### config.mk
export PLATFORM = sky130hd
export DESIGN_NAME = hazard_ctrl
export DESIGN_NICKNAME = d
export VERILOG_FILES = /design/src/rtl/hazard_pkg.sv /design/src/rtl/hazard_sb.sv /design/src/rtl/hazard_ctrl.sv
export SDC_FILE = /design/constraint.sdc
export NUM_CORES = 1
export LEC_CHECK = 0
export CAP_MARGIN = 25
export CORE_AREA = 2 2 104 106
export DETAILED_ROUTE_END_ITERATION = 16
export DIE_AREA = 0 0 106 108
export HOLD_SLACK_MARGIN = 0.02
export PLACE_DENSITY = 0.77
export SYNTH_ARGS = -nofsm -noshare
export SYNTH_HDL_FRONTEND = slang
export SYNTH_HIERARCHICAL = 1
export SYNTH_SLANG_ARGS = --single-unit
### constraint.sdc
create_clock -name clk -period 2.75 [get_ports clk]
set_input_delay 0.4125 -clock clk [delete_from_list [all_inputs] [get_ports clk]]
set_output_delay 0.4125 -clock clk [all_outputs]
set_load 0.05 [all_outputs]
### src/rtl/hazard_pkg.sv
// Shared encodings for the pipeline hazard controller: forwarding selects
// and the branch-flush state machine states.
package hazard_pkg;

    localparam logic [1:0] FWD_RF  = 2'b00;
    localparam logic [1:0] FWD_WB  = 2'b01;
    localparam logic [1:0] FWD_MEM = 2'b10;

    typedef enum logic {
        FL_IDLE,
        FL_FLUSH
    } flush_state_t;

endpackage

### src/rtl/hazard_sb.sv
// Register scoreboard for long-latency writebacks, plus the ID-stage
// dependency check (RAW on both sources, WAW on the destination).
module hazard_sb
    import hazard_pkg::*;
#(
    parameter int RA_W = 5,
    parameter int NREG = 32
) (
    input  logic            clk,
    input  logic            reset_n,
    input  logic            lt_issue,
    input  logic [RA_W-1:0] lt_rd,
    input  logic            lt_done,
    input  logic [RA_W-1:0] lt_done_rd,
    input  logic [RA_W-1:0] id_rs1,
    input  logic [RA_W-1:0] id_rs2,
    input  logic [RA_W-1:0] id_rd,
    input  logic            id_rs1_used,
    input  logic            id_rs2_used,
    input  logic            id_regwrite,
    output logic [NREG-1:0] busy,
    output logic            sb_stall
);

    logic [NREG-1:0] busy_next;

    // Issue is applied after done so a same-cycle set/clear keeps the new owner.
    always_comb begin
        busy_next = busy;
        if (lt_done)
            busy_next[lt_done_rd] = 1'b0;
        if (lt_issue)
            busy_next[lt_rd] = 1'b1;
        busy_next[0] = 1'b0;
    end

    always_ff @(posedge clk or negedge reset_n) begin
        if (!reset_n)
            busy <= '0;
        else
            busy <= busy_next;
    end

    assign sb_stall = (busy[id_rs1] && id_rs1_used)
                   || (busy[id_rs2] && id_rs2_used)
                   || (busy[id_rd]  && id_regwrite);

endmodule

### src/rtl/hazard_ctrl.sv
// Hazard controller for the 5-stage core: operand forwarding, load-use and
// scoreboard stalls, branch-mispredict flush and a stall-cycle counter.
module hazard_ctrl
    import hazard_pkg::*;
#(
    parameter int RA_W         = 5,
    parameter int NREG         = 32,
    parameter int FLUSH_CYCLES = 1,
    parameter int CNT_W        = 32
) (
    input  logic             clk,
    input  logic             reset_n,
    input  logic [RA_W-1:0]  id_rs1,
    input  logic [RA_W-1:0]  id_rs2,
    input  logic [RA_W-1:0]  id_rd,
    input  logic             id_rs1_used,
    input  logic             id_rs2_used,
    input  logic             id_regwrite,
    input  logic [RA_W-1:0]  ex_rs1,
    input  logic [RA_W-1:0]  ex_rs2,
    input  logic [RA_W-1:0]  ex_rd,
    input  logic             ex_regwrite,
    input  logic             ex_memread,
    input  logic [RA_W-1:0]  mem_rd,
    input  logic             mem_regwrite,
    input  logic [RA_W-1:0]  wb_rd,
    input  logic             wb_regwrite,
    input  logic             lt_issue,
    input  logic [RA_W-1:0]  lt_rd,
    input  logic             lt_done,
    input  logic [RA_W-1:0]  lt_done_rd,
    input  logic             br_mispredict,
    output logic [1:0]       fwd_a,
    output logic [1:0]       fwd_b,
    output logic             stall_if_id,
    output logic             bubble_ex,
    output logic             flush_if_id,
    output logic             flush_id_ex,
    output logic [NREG-1:0]  sb_busy,
    output logic [CNT_W-1:0] stall_cnt
);

    localparam logic [2:0] FLUSH_LOAD = 3'(FLUSH_CYCLES - 1);

    flush_state_t state;
    logic [2:0]   flush_cnt;
    logic         load_use;
    logic         sb_stall;
    logic         flushing;
    logic         stall;

    function automatic logic [1:0] fwd_sel(input logic [RA_W-1:0] rs);
        if (mem_regwrite && mem_rd != '0 && mem_rd == rs)
            return FWD_MEM;
        else if (wb_regwrite && wb_rd != '0 && wb_rd == rs)
            return FWD_WB;
        else
            return FWD_RF;
    endfunction

    assign fwd_a = fwd_sel(ex_rs1);
    assign fwd_b = fwd_sel(ex_rs2);

    assign load_use = ex_memread && ex_regwrite && ex_rd != '0
                   && ((id_rs1_used && id_rs1 == ex_rd)
                    || (id_rs2_used && id_rs2 == ex_rd));

    hazard_sb #(
        .RA_W (RA_W),
        .NREG (NREG)
    ) u_sb (
        .clk         (clk),
        .reset_n     (reset_n),
        .lt_issue    (lt_issue),
        .lt_rd       (lt_rd),
        .lt_done     (lt_done),
        .lt_done_rd  (lt_done_rd),
        .id_rs1      (id_rs1),
        .id_rs2      (id_rs2),
        .id_rd       (id_rd),
        .id_rs1_used (id_rs1_used),
        .id_rs2_used (id_rs2_used),
        .id_regwrite (id_regwrite),
        .busy        (sb_busy),
        .sb_stall    (sb_stall)
    );

    assign flushing    = br_mispredict || (state == FL_FLUSH);
    assign flush_if_id = flushing;
    assign flush_id_ex = flushing;
    assign stall       = (load_use || sb_stall) && !flushing;
    assign stall_if_id = stall;
    assign bubble_ex   = stall;

    // flush_cnt holds the flush cycles still owed after the current one, so the
    // mispredict cycle itself counts toward FLUSH_CYCLES.
    always_ff @(posedge clk or negedge reset_n) begin
        if (!reset_n) begin
            state     <= FL_IDLE;
            flush_cnt <= '0;
        end else if (br_mispredict) begin
            flush_cnt <= FLUSH_LOAD;
            state     <= (FLUSH_LOAD == 3'd0) ? FL_IDLE : FL_FLUSH;
        end else if (state == FL_FLUSH) begin
            if (flush_cnt <= 3'd1) begin
                flush_cnt <= '0;
                state     <= FL_IDLE;
            end else begin
                flush_cnt <= flush_cnt - 3'd1;
            end
        end
    end

    always_ff @(posedge clk or negedge reset_n) begin
        if (!reset_n)
            stall_cnt <= '0;
        else if (stall && stall_cnt != {CNT_W{1'b1}})
            stall_cnt <= stall_cnt + 1'b1;
    end

endmodule

==> summary.txt, run 1 <==
Job
  • MaxCap Viol Count: 0

Yosys
  • Flops & latches, synth: 67
  • Syn_area_per_cell: 9.88 um^2
  • Number of synthesized flops with an enable pin: 0
  • Synthesis Warnings: 6
  • Syn Std Cell Area: 4390 um^2
  • Cells after Synth: 444
  • Syn nets: 509
  • Ys async rst share: 100%
  • Unique masters post-synth: 58
  • Post-synth top flop: dfrtp_1
  • Sequential share of the synthesized area: 38.2%

GRT
  • Gr ovfl total: 0
  • Vias in the first global route: 4569
  • First-pass GRT wire length: 23300 um
  • Largest net degree at the start of global routing: 33
  • Initial antenna violation count: 0
  • Gr usage total: 26.2%

Routing
  • Number of DRC markers in iteration 0: 360
  • DRC: 0
  • Final ANT Viol Nets: 0
  • Pre-Repair DR Iteration Count: 6
  • Routed len/inst: 19.0 um
  • Vias: 4603
  • Total wire length: 14900 um
  • Routed vias/inst: 5.86

Worst setup path
  • CP Max Fanout: 3
  • Startpoint types: register
  • Worst setup EP type: primary output
  • Worst path max stage delay: 0.48 ns
  • WP data arrival: 2.52 ns
  • Worst EP required: 2.34 ns
  • CP Cell Sequence: mux4_2 > mux4_2 > nand3b_1 > nand4_1 > and2_4 > a21oi_4 > inv_4 > buf_8
  • Top delay family on crit path: multiplexers
  • Buffers and inverters on the worst path: 2
  • Most Frequent Cell on Critical Path: mux4_2
  • Slowest cell on the critical path: mux4_2
  • Type of the worst setup path: register to primary output

Timing
  • Min Tclk post-route: 2.93 ns
  • Final worst slack: -0.179 ns
  • Worst Skew: 0.00944 ns
  • Final Hold Viols: 0
  • Worst-Margin Slew: 0.695 ns
  • Rel. slew slack: 53.4%
  • Fmax: 341 MHz
  • Setup violators final: 2
  • TNS Setup: -0.358 ns
  • Final Slew Violations: 0
  • Final worst path period share: 107%
  • RSZ-0062 raised after global routing: yes

Run status
  • Run status: finished, violations left
  • Failing checks: setup timing

Finish
  • Multi-input combinational cell area: 2790 um^2
  • FF/Latch Area: 1690 um^2
  • Inserted Diodes: 0
  • Fill count: 809
  • Fin nets: 710
  • Layout cell share with drive strength beyond 1: 26.3%
  • Commonest non-fill, non-tap cells in the layout: 110 x clkdlybuf4s50_1, 65 x o21ai_0, 61 x buf_4
  • Commonest non-fill, non-tap cell in the layout: clkdlybuf4s50_1
  • Layout area overhead: 55.3%

Clock tree
  • # H-tree levels: 3
  • Total CTS buffers: 9
  • Clk slew on worst S/H paths: 0.08 ns
  • CTS tree: built
  • Clock latency on the worst-skew pair: 0.35 ns
  • Clock Path Buffers: 2
  • Root Buffer: clkbuf_8
  • CTS Sinks: 67

Power
  • Leakage: 2.85 nW
  • Maximum VDD drop: 0.435 mV
  • Pwr Density: 574 nW/um^2
  • Total power: 3.91 mW

Placed design
  • GPL Wtd Cong: 0.915
  • Port Buf Inserts: 132
  • Final HPWL DP: 10700 um

Floorplanning
  • Die span in y: 108 um
  • Num ports: 134
  • Die Footprint: 11400 um^2
  • Initial Utilization: 42.9%
  • Chip width: 106 um
  • Core Box Area: 10200 um^2
  • Num rows: 37

Worst hold path
  • Worst hold-check path type: register to register
kinds of logic after synthesis:
group	share of synthesized area [%]
AOI/OAI and AO/OA	12.3
xor gates and xnor gates	12.2
adders and majority gates	0.856
buffers and inverters	2.45
DFF	38.2
muxes	12.5
other	0.0855
and+or+nand+nor	21.4
synthesized netlist by cell type (3+ instances only):
| cell | instances | area (um^2) |
|---|---|---|
| nor4_1 | 6 | 37.5 |
| mux2i_1 | 16 | 160 |
| o21ai_0 | 67 | 335 |
| mux4_2 | 9 | 203 |
| ha_1 | 3 | 37.5 |
| nor3_1 | 9 | 45.0 |
| nand2_1 | 32 | 120 |
| nand3_1 | 23 | 115 |
| mux2_2 | 7 | 78.8 |
| nor2_1 | 21 | 78.8 |
| or3_1 | 3 | 18.8 |
| nand4_1 | 16 | 100 |
| mux4_1 | 4 | 105 |
| xnor2_1 | 33 | 289 |
| nor2b_1 | 3 | 18.8 |
| nand2b_1 | 3 | 18.8 |
| buf_4 | 3 | 22.5 |
| inv_1 | 8 | 30.0 |
| dfrtp_1 | 67 | 1680 |
| xor2_1 | 28 | 245 |
| o22ai_1 | 3 | 18.8 |
| and3_1 | 6 | 37.5 |
| or4_1 | 6 | 45.0 |
| a22oi_1 | 3 | 22.5 |
| buf_2 | 5 | 25.0 |
| nand3b_1 | 14 | 105 |
| a21oi_1 | 10 | 50.1 |
| or3b_2 | 4 | 35.0 |
through the flow:
| stage | utilization, % | std cells | cell area [um^2] | hold slack (ns) | worst slack [ns] |
|---|---|---|---|---|---|
| 5_1_grt | 66.6 | 786 | 6810 | 0.522 | -0.258 |
| 3_3_place_gp | 60.8 | 744 | 6220 | 0.386 | -0.540 |
| 6_report | 66.6 | 786 | 6810 | 0.501 | -0.179 |
| 3_5_place_dp | 60.8 | 744 | 6220 | 0.388 | -0.561 |
| 2_1_floorplan | - | 444 | 4440 | 0.117 | 0.0224 |
| 4_1_cts | 65.3 | 781 | 6680 | 0.502 | -0.199 |
worst register-to-register path: stages, from the launching register on:
cell and delay [ns]:
dfrtp_2 0.43, mux4_2 0.48, mux4_2 0.49, nand3b_1 0.10, nand4_1 0.13, buf_4 0.17
buf_6 0.11, nand2_4 0.05, a32oi_1 0.06, o21a_1 0.19, buf_6 0.15, nand4_1 0.12
xnor2_1 0.16
per-layer routing:
metal / wire length, um / GRT usage, % / vias to the layer above / part of all wire [%]
met5: 0 / 0 / - / 0
met4: 408 / 9.96 / 0 / 2.7
met3: 1350 / 6.21 / 45 / 9.0
met2: 7230 / 44.1 / 281 / 48
met1: 5960 / 33.0 / 2226 / 40
li1: - / - / 2051 / -
path summary, 6_finish.rpt:
path	cells past startpoint	startpoint	slack (ns)	to
max	8	u_sb/busy[15]	-0.18	stall_if_id
min	1	stall_cnt[14]	0.50	stall_cnt[14]
max reg2reg	12	u_sb/busy[15]	0.05	stall_cnt[7]
min reg2reg	1	stall_cnt[14]	0.50	stall_cnt[14]
max in group asynchronous	3	reset_n	1.40	stall_cnt[25]
min in group asynchronous	2	reset_n	0.56	u_sb/busy[16]
timing repair:
action                                  CTS  global route
buffers inserted                         21             8
endpoints found under the setup margin   33            30
gates cloned                              1             0
hold endpoints to repair                 20             0
gates resized for setup                  35            34
hold buffers                              1             0
pin swaps                                 8            14
registers in the layout, summed over array words and instances, names as in the netlist:
signal     cells
state          1
flush_cnt      3
u_sb/busy     31
stall_cnt     32
area by class of cell:
class / count / area share (%)
Clock buffer: 10 / 2.02
Multi-Input combinational cell: 357 / 40.9
Timing Repair Buffer: 201 / 28.3
Tap cell: 136 / 2.50
Sequential cell: 67 / 24.9
Clock inverter: 6 / 0.937
Inverter: 9 / 0.533
power by group:
part	total, mW	internal (mW)	switching [mW]
clock	0.846	0.443	0.402
combinational	1.73	0.728	1.00
sequential	1.33	1.13	0.199
total	3.91	2.30	1.61
No activity file was read; power rests on OpenSTA's default activity.
==> run 2: changes to the inputs <==
--- a/config.mk
+++ b/config.mk
@@ -6,11 +6,11 @@
 export NUM_CORES = 1
 export LEC_CHECK = 0
 export CAP_MARGIN = 25
-export CORE_AREA = 2 2 104 106
+export CORE_AREA = 2 2 108 110
 export DETAILED_ROUTE_END_ITERATION = 16
-export DIE_AREA = 0 0 106 108
+export DIE_AREA = 0 0 110 112
 export HOLD_SLACK_MARGIN = 0.02
-export PLACE_DENSITY = 0.77
+export PLACE_DENSITY = 0.72
 export SYNTH_ARGS = -nofsm -noshare
 export SYNTH_HDL_FRONTEND = slang
 export SYNTH_HIERARCHICAL = 1
==> run 2 against run 1 <==
Critical endpoint is now bubble_ex. Total power is 7.0% higher. The run still ends with setup timing left. Fmax is 1.5% higher. Largest cell class unchanged. Clock skew is 0.0020 ns lower. Flip-flop and latch count stayed put. Clock power is 34% higher. Sequential power hardly changed. Wire length is 1.2% higher. Critical path depth is 2 higher. Core utilization is 5.7 points lower. Cell area is 0.13% lower.
==> summary.txt, run 2 (synthesis gave the netlist of run 1 again) <==
Worst setup path
  • Type of the worst setup path: primary input to primary output
  • Worst EP required: 2.34 ns
  • Startpoint types: primary input
  • R2R cell count: 12
  • WP data arrival: 2.47 ns
  • Worst setup EP type: primary output
  • CP Max Fanout: 5

Worst hold path
  • Worst hold-check path type: primary input to async pin

Placed design
  • Final HPWL DP: 11100 um
  • GPL Wtd Cong: 0.924
  • Placement Setup Slack: -0.548 ns
  • Port Buf Inserts: 132

Timing
  • Worst-Margin Slew: 0.857 ns
  • TNS Setup: -0.270 ns
  • Final worst path period share: 105%
  • Rel. slew slack: 42.9%
  • Min Tclk post-route: 2.89 ns
  • RSZ-0062 raised after global routing: yes
  • Final Slew Violations: 0
  • Setup violators final: 2
  • Worst Skew: 0.00740 ns
  • Fmax: 347 MHz
  • Final Hold Viols: 0
  • Final worst slack: -0.135 ns

Power
  • Leakage: 2.81 nW
  • Sequential share of power: 31.9%
  • Logic pwr share: 41.0%
  • Pwr Density: 615 nW/um^2
  • Net Switching: 1.60 mW
  • Sw Share: 38.4%
  • Clock share of power: 27.1%
  • Maximum VDD drop: 0.449 mV
  • Int Power: 2.58 mW

Finish
  • Biggest register: stall_cnt
  • Layout Utilization: 60.9%
  • Commonest non-fill, non-tap cells in the layout: 115 x clkdlybuf4s50_1, 66 x o21ai_0, 64 x buf_4
  • Layout cell share with drive strength beyond 1: 23.8%
  • Commonest non-fill, non-tap cell in the layout: clkdlybuf4s50_1
  • Max FFs per register: 32
  • Top flop regs: stall_cnt: 32 flops, u_sb/busy: 31 flops, flush_cnt: 3 flops
  • Inserted Diodes: 0
  • Layout area overhead: 55.1%
  • Fin nets: 707

Routing
  • Vias: 4569
  • Pre-Repair DR Iteration Count: 5
  • Routed len/inst: 19.1 um
  • Final ANT Viol Nets: 0
  • Total wire length: 15100 um
  • DRC: 0
  • Number of DRC markers in iteration 0: 324
  • Routed vias/inst: 5.78

GRT
  • Gr usage total: 25.1%
  • First-pass GRT wire length: 23700 um
  • Initial antenna violation count: 0
  • Largest net degree at the start of global routing: 68
  • Gr ovfl total: 0
  • Vias in the first global route: 4686

Clock tree
  • Root Buffer: clkbuf_16
  • CTS Sinks: 67
  • Clock latency on the worst-skew pair: 0.33 ns
  • Clk slew on worst S/H paths: 0.06 ns
  • CTS tree: built
  • Clock Path Buffers: 2
  • Total CTS buffers: 9
  • Hold-fix buffers, CTS: 0
  • # H-tree levels: 3

Floorplanning
  • Die Footprint: 12300 um^2
  • Die span in y: 112 um
  • Num ports: 134
  • Initial Utilization: 39.2%
  • Num rows: 39
  • Chip width: 110 um
  • Core Box Area: 11200 um^2

Run status
  • Failing checks: setup timing
  • Run status: finished, violations left

Job
  • MaxCap Viol Count: 0
run 2: critical path, stage by stage:
cell             delay, ns
clkdlybuf4s50_1       0.56
nand2b_1              0.14
a21oi_1               0.04
and3_1                0.21
o41ai_2               0.37
nand4_1               0.18
and2_4                0.18
a21oi_4               0.15
inv_4                 0.07
buf_8                 0.15
run 2: layout make-up:
cell class / instances / area, um^2
multi-input combinational: 357 / 2740
sequential: 67 / 1690
clock inverter: 3 / 40.0
clock buffer: 13 / 250
inverter: 9 / 36.3
timing repair buffer: 198 / 1870
fill: 937 / 4370
tap: 143 / 179
run 2: per-stage QoR:
stage	power, mW	instances	hold WS [ns]	cell area, um^2
after detailed placement	2.91	755	0.494	6240
after floorplan	2.21	444	0.117	4440
final	4.18	790	0.272	6800
after global placement	2.89	755	0.486	6240
after global routing	4.34	790	0.356	6800
after CTS	4.15	788	0.306	6750
run 2: repair_timing:
action	CTS	global route
gates resized for setup	34	11
pin swaps	5	6
hold endpoints to repair	0	0
endpoints found under the setup margin	32	27
buffers inserted	17	2
run 2: final timing paths:
check / from / to / slack, ns
setup / recovery: id_rs1[4] / bubble_ex / -0.14
hold / removal: reset_n / u_sb/busy[17] / 0.27
setup reg to reg: u_sb/busy[14] / stall_cnt[27] / 0.12
hold reg to reg: stall_cnt[20] / stall_cnt[20] / 0.50
max in group asynchronous: reset_n / u_sb/busy[5] / 1.87
min in group clk: stall_cnt[20] / stall_cnt[20] / 0.50
run 2: metal layers:
layer | wire (um) | GRT usage [%] | vias to the layer above
met5 | 0 | 0 | -
met4 | 635 | 12.8 | 0
met3 | 1350 | 6.38 | 49
met2 | 6980 | 38.8 | 242
met1 | 6150 | 32.1 | 2232
li1 | - | - | 2046
run 2: power groups by stage:
stage	combinational, mW	sequential (mW)	clock (mW)
3_5_place_dp	1.56	1.35	0
6_report	1.71	1.34	1.13
3_3_place_gp	1.54	1.35	0
4_1_cts	1.68	1.32	1.15
2_1_floorplan	0.439	1.77	0
5_1_grt	1.80	1.35	1.19
==> run 3: changes to the inputs <==
--- a/config.mk
+++ b/config.mk
@@ -10,7 +10,7 @@
 export DETAILED_ROUTE_END_ITERATION = 16
 export DIE_AREA = 0 0 110 112
 export HOLD_SLACK_MARGIN = 0.02
-export PLACE_DENSITY = 0.72
+export PLACE_DENSITY_LB_ADDON = 0.15
 export SYNTH_ARGS = -nofsm -noshare
 export SYNTH_HDL_FRONTEND = slang
 export SYNTH_HIERARCHICAL = 1
==> run 3 against run 2 <==
The flow still finishes with violations (setup timing). Clock power rose by 9%. Clock skew down 0.0032 ns. Non-clock buffer count rose by 6. Fmax shrank 1.5%. Combinational power barely moved. Core utilization rose by 1.5 points. Cell area is 2.4% higher. Global-route usage down 0.83 points. Wire length is 0.21% higher. Critical path depth did not move. Largest power group unchanged. Highest routed layer unchanged.
==> summary.txt, run 3 (synthesis gave the netlist of run 1 again) <==
Timing
  • Final worst slack: -0.178 ns
  • Worst-Margin Slew: 0.752 ns
  • RSZ-0062 raised after global routing: yes
  • Final Hold Viols: 0
  • TNS Setup: -1.87 ns
  • Worst hold slack: 0.152 ns
  • Final Slew Violations: 0
  • Rel. slew slack: 49.9%
  • Setup violators final: 15
  • Worst Skew: 0.00417 ns
  • Min Tclk post-route: 2.93 ns
  • Fmax: 342 MHz
  • Final worst path period share: 106%

Clock tree
  • # H-tree levels: 3
  • Clock latency on the worst-skew pair: 0.33 ns
  • CTS Sinks: 67
  • Root Buffer: clkbuf_16
  • Total CTS buffers: 9
  • Clk slew on worst S/H paths: 0.05 ns
  • Clock Path Buffers: 2
  • Hold-fix buffers, CTS: 0
  • CTS tree: built

Routing
  • Routed len/inst: 19.0 um
  • Number of DRC markers in iteration 0: 313
  • Vias: 4562
  • Pre-Repair DR Iteration Count: 5
  • Total wire length: 15200 um
  • DRC: 0
  • Routed vias/inst: 5.73
  • Final ANT Viol Nets: 0

Placed design
  • Placement Setup Slack: -0.598 ns
  • Placed cells: 759
  • GPL Wtd Cong: 0.901
  • Port Buf Inserts: 132
  • Placement Cell Area: 6280 um^2
  • Final HPWL DP: 11100 um

Floorplanning
  • Num rows: 39
  • Die Footprint: 12300 um^2
  • Die span in y: 112 um
  • Core Box Area: 11200 um^2
  • Initial Utilization: 39.2%
  • Num ports: 134
  • Chip width: 110 um

Finish
  • Layout cell share with drive strength beyond 1: 26.0%
  • Inserted Diodes: 0
  • Fill count: 930
  • Layout area overhead: 58.9%
  • Non-filler cells, final: 796
  • Commonest non-fill, non-tap cell in the layout: clkdlybuf4s50_1
  • Top flop regs: stall_cnt: 32 flops, u_sb/busy: 31 flops, flush_cnt: 3 flops
  • FF/Latch Area: 1690 um^2
  • Commonest non-fill, non-tap cells in the layout: 117 x clkdlybuf4s50_1, 67 x o21ai_0, 56 x buf_4
  • Multi-input combinational cell area: 2780 um^2
  • Layout Utilization: 62.3%
  • Post-Layout Inst Area: 6970 um^2
  • Fin nets: 713
  • Max FFs per register: 32
  • Biggest register: stall_cnt

Worst setup path
  • Buffers and inverters on the worst path: 3
  • Worst setup EP type: primary output
  • CP Max Fanout: 3
  • Worst path max stage delay: 0.42 ns
  • Worst EP required: 2.34 ns
  • Top delay family on crit path: compound AO/OA/AOI/OAI gates
  • Type of the worst setup path: register to primary output
  • WP data arrival: 2.52 ns
  • CP Cell Sequence: buf_4 > mux2_2 > a21oi_1 > a311oi_2 > o41ai_2 > nand4_1 > and2_4 > a21oi_4 > inv_4 > buf_8
  • Slowest cell on the critical path: dfrtp_2
  • Startpoint types: register

Run status
  • Run status: finished, violations left
  • Failing checks: setup timing

GRT
  • Initial antenna violation count: 0
  • Gr ovfl total: 0
  • Gr usage total: 24.2%
  • Vias in the first global route: 4435
  • Largest net degree at the start of global routing: 34
  • First-pass GRT wire length: 23100 um

Power
  • Pwr Density: 616 nW/um^2
  • Total power: 4.29 mW
  • Leakage: 2.89 nW
  • Maximum VDD drop: 0.430 mV

Job
  • MaxCap Viol Count: 0

Worst hold path
  • Worst hold-check path type: primary input to async pin
## run 3: area by class of cell
type,instances,area share (%)
multi-input combinational,357,39.8
inverter,9,0.521
timing repair buffer,204,28.3
clock buffer,14,3.65
sequential,67,24.3
tap,143,2.57
clock inverter,2,0.862
## run 3: worst reg2reg max path: cells and delay by family, from the launching register on
family / cells / cell delay, ns
and+or+nand+nor: 4 / 0.54
AOI/OAI and AO/OA: 4 / 0.91
buffers and inverters: 4 / 0.50
xor gates and xnor gates: 1 / 0.15
muxes: 1 / 0.27
DFF: 1 / 0.42
## run 3: final timing paths
path / slack (ns) / to / startpoint / cells after the start
max: -0.18 / bubble_ex / u_sb/busy[10] / 10
max reg2reg: -0.16 / stall_cnt[29] / u_sb/busy[10] / 14
max in group asynchronous: 1.84 / stall_cnt[4] / reset_n / 2
min: 0.15 / u_sb/busy[11] / reset_n / 1
min in group clk: 0.50 / stall_cnt[7] / stall_cnt[7] / 1
min reg2reg: 0.50 / stall_cnt[7] / stall_cnt[7] / 1
## run 3: repair_timing
action | CTS | global route
endpoints found under the setup margin | 30 | 19
cloned | 1 | 0
setup buffers | 17 | 4
pin swaps | 6 | 12
gates resized for setup | 30 | 38
## run 3: metal layers
metal	vias up	GRT usage (%)	part of all wire, %	wire (um)
li1	2062	-	-	-
met1	2213	33.5	42	6370
met2	256	38.1	47	7170
met3	31	5.62	9.1	1370
met4	0	6.41	1.6	236
met5	-	0	0	0
## run 3: power breakdown
part	switching, mW	total [mW]	internal [mW]
clock network	0.406	1.23	0.820
registers	0.202	1.34	1.13
logic	0.991	1.73	0.738
